<file path="config.mk">
export PLATFORM = sky130hd
export DESIGN_NAME = rcv_bit_timer_flat
export DESIGN_NICKNAME = d
export VERILOG_FILES = /design/src/rtl/rcv_bit_timer_if.sv /design/src/rtl/rcv_bit_timer.sv /design/src/flat_wrapper.sv
export SDC_FILE = /design/constraint.sdc
export NUM_CORES = 1
export LEC_CHECK = 0
export ABC_CLOCK_PERIOD_IN_PS = 1900
export CORE_UTILIZATION = 59
export DETAILED_ROUTE_END_ITERATION = 6
export DONT_BUFFER_PORTS = 1
export PLACE_DENSITY = 0.75
export SLEW_MARGIN = 25
export SYNTH_ARGS = -nofsm -noshare
export SYNTH_HDL_FRONTEND = slang
export SYNTH_SLANG_ARGS = --single-unit
</file>
<file path="constraint.sdc">
create_clock -name clk -period 1.9 [get_ports clk]
set_input_delay 0.38 -clock clk [delete_from_list [all_inputs] [get_ports clk]]
set_output_delay 0.38 -clock clk [all_outputs]
set_load 0.01 [all_outputs]
</file>
<file path="src/rtl/rcv_bit_timer_if.sv">
// rtl/rcv_bit_timer_if.sv - line inputs and decoded-bit outputs of the receive bit timer
interface rcv_bit_timer_if;
   logic rcving;
   logic d_plus_sync;
   logic d_minus_sync;
   logic edge_sig;
   logic shift_enable;
   logic d_orig;
   logic byte_received;
   logic eop;
   logic stuff_err;

   modport master (
      output rcving, d_plus_sync, d_minus_sync, edge_sig,
      input  shift_enable, d_orig, byte_received, eop, stuff_err
   );

   modport slave (
      input  rcving, d_plus_sync, d_minus_sync, edge_sig,
      output shift_enable, d_orig, byte_received, eop, stuff_err
   );
endinterface

</file>
<file path="src/rtl/rcv_bit_timer.sv">
// rtl/rcv_bit_timer.sv - bit-clock recovery, NRZI decode and destuffing for the receive path
module rcv_bit_timer #(
   parameter int CLKS_PER_BIT = 8,
   parameter int SAMPLE_POINT = 3,
   parameter int STUFF_LEN    = 6
) (
   input logic           clk,
   input logic           n_rst,
   rcv_bit_timer_if.slave bus
);
   localparam int CW = $clog2(CLKS_PER_BIT);
   localparam int OW = $clog2(STUFF_LEN + 1);

   typedef enum logic [1:0] {IDLE, RUN, HOLD} state_t;

   state_t        state, state_n;
   logic [CW-1:0] clk_cnt, clk_cnt_n;
   logic [2:0]    bit_cnt, bit_cnt_n;
   logic [OW-1:0] ones_cnt, ones_cnt_n;
   logic          prev_raw, prev_raw_n;
   logic          decoded;
   logic          se_q, d_q, br_q, eop_q, serr_q;
   logic          se_n, d_n, br_n, eop_n, serr_n;

   always_ff @(posedge clk) begin
      if (n_rst) begin
         state    <= IDLE;
         clk_cnt  <= '0;
         bit_cnt  <= '0;
         ones_cnt <= '0;
         prev_raw <= 1'b1;
         se_q     <= 1'b0;
         d_q      <= 1'b0;
         br_q     <= 1'b0;
         eop_q    <= 1'b0;
         serr_q   <= 1'b0;
      end else begin
         state    <= state_n;
         clk_cnt  <= clk_cnt_n;
         bit_cnt  <= bit_cnt_n;
         ones_cnt <= ones_cnt_n;
         prev_raw <= prev_raw_n;
         se_q     <= se_n;
         d_q      <= d_n;
         br_q     <= br_n;
         eop_q    <= eop_n;
         serr_q   <= serr_n;
      end
   end

   always_comb begin
      state_n    = state;
      clk_cnt_n  = clk_cnt;
      bit_cnt_n  = bit_cnt;
      ones_cnt_n = ones_cnt;
      prev_raw_n = prev_raw;
      se_n       = 1'b0;
      d_n        = 1'b0;
      br_n       = 1'b0;
      eop_n      = 1'b0;
      serr_n     = 1'b0;
      decoded    = ~(bus.d_plus_sync ^ prev_raw);

      case (state)
         IDLE: begin
            clk_cnt_n  = '0;
            bit_cnt_n  = '0;
            ones_cnt_n = '0;
            prev_raw_n = 1'b1;
            if (bus.rcving) state_n = RUN;
         end
         RUN: begin
            if (!bus.rcving) begin
               state_n = IDLE;
            end else begin
               // A transition re-anchors the bit phase: the edge cycle is phase 0.
               if (bus.edge_sig)
                  clk_cnt_n = CW'(1);
               else if (clk_cnt == CW'(CLKS_PER_BIT - 1))
                  clk_cnt_n = '0;
               else
                  clk_cnt_n = clk_cnt + CW'(1);

               if (!bus.edge_sig && clk_cnt == CW'(SAMPLE_POINT)) begin
                  if (!bus.d_plus_sync && !bus.d_minus_sync) begin
                     eop_n      = 1'b1;
                     ones_cnt_n = '0;
                     bit_cnt_n  = '0;
                     state_n    = HOLD;
                  end else begin
                     prev_raw_n = bus.d_plus_sync;
                     if (ones_cnt == OW'(STUFF_LEN)) begin
                        ones_cnt_n = '0;
                        serr_n     = decoded;
                     end else begin
                        se_n       = 1'b1;
                        d_n        = decoded;
                        ones_cnt_n = decoded ? ones_cnt + OW'(1) : '0;
                        bit_cnt_n  = bit_cnt + 3'd1;
                        br_n       = (bit_cnt == 3'd7);
                     end
                  end
               end
            end
         end
         HOLD: begin
            if (!bus.rcving) state_n = IDLE;
         end
         default: state_n = IDLE;
      endcase
   end

   assign bus.shift_enable  = se_q;
   assign bus.d_orig        = d_q;
   assign bus.byte_received = br_q;
   assign bus.eop           = eop_q;
   assign bus.stuff_err     = serr_q;
endmodule

</file>
<file path="src/flat_wrapper.sv">
// flat-port wrapper written by rule: the top's interface ports become plain ports
module rcv_bit_timer_flat 
#(
   parameter int CLKS_PER_BIT = 8,
   parameter int SAMPLE_POINT = 3,
   parameter int STUFF_LEN    = 6
)
  (clk, n_rst, bus_rcving, bus_d_plus_sync, bus_d_minus_sync, bus_edge_sig, bus_shift_enable, bus_d_orig, bus_byte_received, bus_eop, bus_stuff_err);
  rcv_bit_timer_if bus_i ();
  input logic clk;
  input logic n_rst;
  input wire logic [$bits(bus_i.rcving)-1:0] bus_rcving;
  input wire logic [$bits(bus_i.d_plus_sync)-1:0] bus_d_plus_sync;
  input wire logic [$bits(bus_i.d_minus_sync)-1:0] bus_d_minus_sync;
  input wire logic [$bits(bus_i.edge_sig)-1:0] bus_edge_sig;
  output wire logic [$bits(bus_i.shift_enable)-1:0] bus_shift_enable;
  output wire logic [$bits(bus_i.d_orig)-1:0] bus_d_orig;
  output wire logic [$bits(bus_i.byte_received)-1:0] bus_byte_received;
  output wire logic [$bits(bus_i.eop)-1:0] bus_eop;
  output wire logic [$bits(bus_i.stuff_err)-1:0] bus_stuff_err;
  assign bus_i.rcving = bus_rcving;
  assign bus_i.d_plus_sync = bus_d_plus_sync;
  assign bus_i.d_minus_sync = bus_d_minus_sync;
  assign bus_i.edge_sig = bus_edge_sig;
  assign bus_shift_enable = bus_i.shift_enable;
  assign bus_d_orig = bus_i.d_orig;
  assign bus_byte_received = bus_i.byte_received;
  assign bus_eop = bus_i.eop;
  assign bus_stuff_err = bus_i.stuff_err;
  rcv_bit_timer #(.CLKS_PER_BIT(CLKS_PER_BIT), .SAMPLE_POINT(SAMPLE_POINT), .STUFF_LEN(STUFF_LEN)) u_core (.clk(clk), .n_rst(n_rst), .bus(bus_i));
endmodule
</file>
==> flow_summary.json <==
{
  "synth_nets": 107,
  "grt_max_degree": 13,
  "yosys.area_share.simple": 0.3008,
  "path_common_cell": "ha_1",
  "p_leak_nw": 0.3378,
  "nets": 109,
  "vias": 663,
  "area_growth_pct": 2.119,
  "final-setup-viol-count": 0,
  "min_from": "n_rst",
  "grt_pass1_vias": 537,
  "synth_top_family_by_area": "simple AND/OR/NAND/NOR gates",
  "dieWidth_um": 40.75,
  "chipHeight_um": 40.75,
  "insertion_delay_ps": 290,
  "vdd_drop_max_v": 0.0004301,
  "hold_path.class": "primary input to flop",
  "synthDistinctLibCells": 30,
  "core_area_um2": 1350,
  "ys_ff_latch": 17,
  "fp-row-count": 13,
  "drive_above_1_share": 0.1263,
  "cts_made_buffers": 3,
  "skew_ps": 2.499,
  "drc": 0,
  "gr-usage-all-layers": 0.2029,
  "crit_slowest_cell": "dfxtp_1",
  "status": "finished clean",
  "synth_area_um2": 885.9,
  "endpoint_kind": "flop",
  "layout_setup_ws_ps": 314.2,
  "wl_um": 1450,
  "viasPerCell": 6.027,
  "synth_top_cell_by_area": "dfxtp_1",
  "io_pins": 11,
  "drt-initial-drc-count": 16,
  "muxShareOfSynthArea": 0,
  "grt_first_pass_wirelength_um": 2242,
  "cts_tree": "yes",
  "yosysSeqAreaShare": 0.3842,
  "start_util": 0.6562,
  "finalCritPeriodShare": 0.8346,
  "cpPeakStageDelay_ps": 370,
  "cts_root_buf": "clkbuf_4",
  "port_buffers": 0,
  "synth_area_leaders": "dfxtp_1 38%, ha_1 9.9%, a21oi_1 5.1%, nand4b_1 4.0%, a21oi_4 3.7%",
  "gp_congestion": 0.7561,
  "gr-total-overflow": 0,
  "antenna_found_initial": 0,
  "yosysTopAreaCellShare": 0.3842,
  "synth_compound_area_frac": 0.1681,
  "die_area_um2": 1661,
  "worstPathCellList": "ha_1 > ha_1 > nand3b_4 > a21oi_4 > nand2_1 > a221o_1",
  "tightest_slew_ps": 429.3,
  "drtPass1Iterations": 4,
  "wl_per_cell_um": 13.18,
  "drv_slew": 0,
  "cts_setup_buffers": 0,
  "crit_path_max_fanout": 8,
  "powerDensity_nw_per_um2": 657.5,
  "path_class": "flop to flop",
  "fmax_mhz": 630.6,
  "start_kind": "flop",
  "clk_pin_slew_ps": 100,
  "timing.rr.start": "u_core.clk_cnt[0]",
  "hold_viol": 0,
  "setup_tns_ps": 0,
  "drv_cap": 0,
  "ctsHtreeMaxLevel": 1,
  "startpoint": "u_core.clk_cnt[0]",
  "synth_fa_ha_area_frac": 0.09887,
  "path_buf_inv": 0,
  "postCtsHoldBufs": 0,
  "worst_ep_arrival_time_ps": 1770,
  "avgSynthCellArea_um2": 9.424,
  "cts_buffer_depth": 2,
  "yosys_warnings": 0,
  "required_ps": 2090,
  "crit_family": "compound AO/OA/AOI/OAI gates",
  "synth_xor_xnor_area_share": 0,
  "clock_sinks": 17,
  "finish.utilization": 0.6701,
  "ant_nets": 0,
  "ctsResizeCount": 0,
  "rsz0062_at_grt": "false",
  "place_worst_setup_slack_ps": 329.5,
  "dp_hpwl_um": 1092,
  "period_needed_ps": 1586,
  "max_slew_margin": 0.7127,
  "nFillCells": 111,
  "diodes": 0,
  "syn_inst": 94
}
layer usage:
metal  global-route usage  part of all wire
met3              0.04891             0.046
met1               0.2914              0.51
met2               0.3135              0.44
met4              0.02500            0.0069
met5                    0                 0
registers in the layout, indices dropped and copies added, names as in the netlist, 2 cells and up:
name / flops
u_core.bit_cnt: 3
u_core.clk_cnt: 3
u_core.ones_cnt: 3
u_core.state: 2
area by class of cell:
type	count	area, µm²	share of cell area
multi-input cells	70	503.0	0.5560
flip-flops and latches	17	340.3	0.3762
clock buffers	3	22.52	0.02490
well taps	15	18.77	0.02075
inverters	4	15.01	0.01660
clock inverters	1	5.005	0.005533
cell families after synthesis:
| group | count (synthesis) |
|---|---|
| compound gates | 22 |
| fa+ha+maj | 7 |
| buf+inv | 7 |
| flops | 17 |
| simple gates | 41 |
path summary, 6_finish.rpt:
check                  endpoint  slack, ps  depth (start not counted)
max             u_core.prev_raw        310                          6
max reg2reg     u_core.prev_raw        310                          6
min           u_core.clk_cnt[0]        140                          1
min reg2reg  u_core.ones_cnt[0]        480                          2
Yosys cell counts, drive strengths merged:
cell type	n
dfxtp	17
a21oi	11
nand2	8
ha	7
nor2	6
o21ai	6
nand2b	5
inv	4
nand4b	4
nor2b	4
nor3	4
nand4	3
buf	2
a21o	1
a221o	1
a311oi	1
a31oi	1
dlygate4sd1	1
nand3	1
nand3b	1
nor4	1
nor4b	1
nor4bb	1
o211ai	1
or2	1
or3b	1
worst reg2reg max path, cell delays in order (launching register included):
cell      delay, ps
dfxtp_1         370
ha_1            180
ha_1            210
nand3b_4        110
a21oi_4         250
nand2_1          80
a221o_1         280
cell usage in the layout (no fill, tap or decap), drive strengths merged, types with 3 or more instances in the layout:
cell and instances:
dfxtp 17, o21ai 6, nor2b 4, a21oi 11
inv 4, clkbuf 3, nand2b 5, nor3 4
ha 7, nand4 3, nor2 6, nand4b 4
nand2 8
through the flow:
step	cells	power [mW]	hold slack [ps]	area, µm²
2_1_floorplan	94	0.4058	452.3	885.9
3_3_place_gp	106	0.4054	451.8	877.1
3_5_place_dp	106	0.4069	452.1	877.1
4_1_cts	110	0.5947	143.1	904.6
5_1_grt	110	0.6125	127.7	904.6
6_report	110	0.5948	143.8	904.6
power breakdown:
group / internal (mW) / total, mW / switching [mW] / leakage, nW
clock: 0.0782 / 0.196 / 0.118 / 0.0177
sequential: 0.361 / 0.367 / 0.00600 / 0.138
combinational: 0.0147 / 0.0325 / 0.0178 / 0.183
total: 0.453 / 0.595 / 0.141 / 0.338
(Power assumes the default switching activity.)
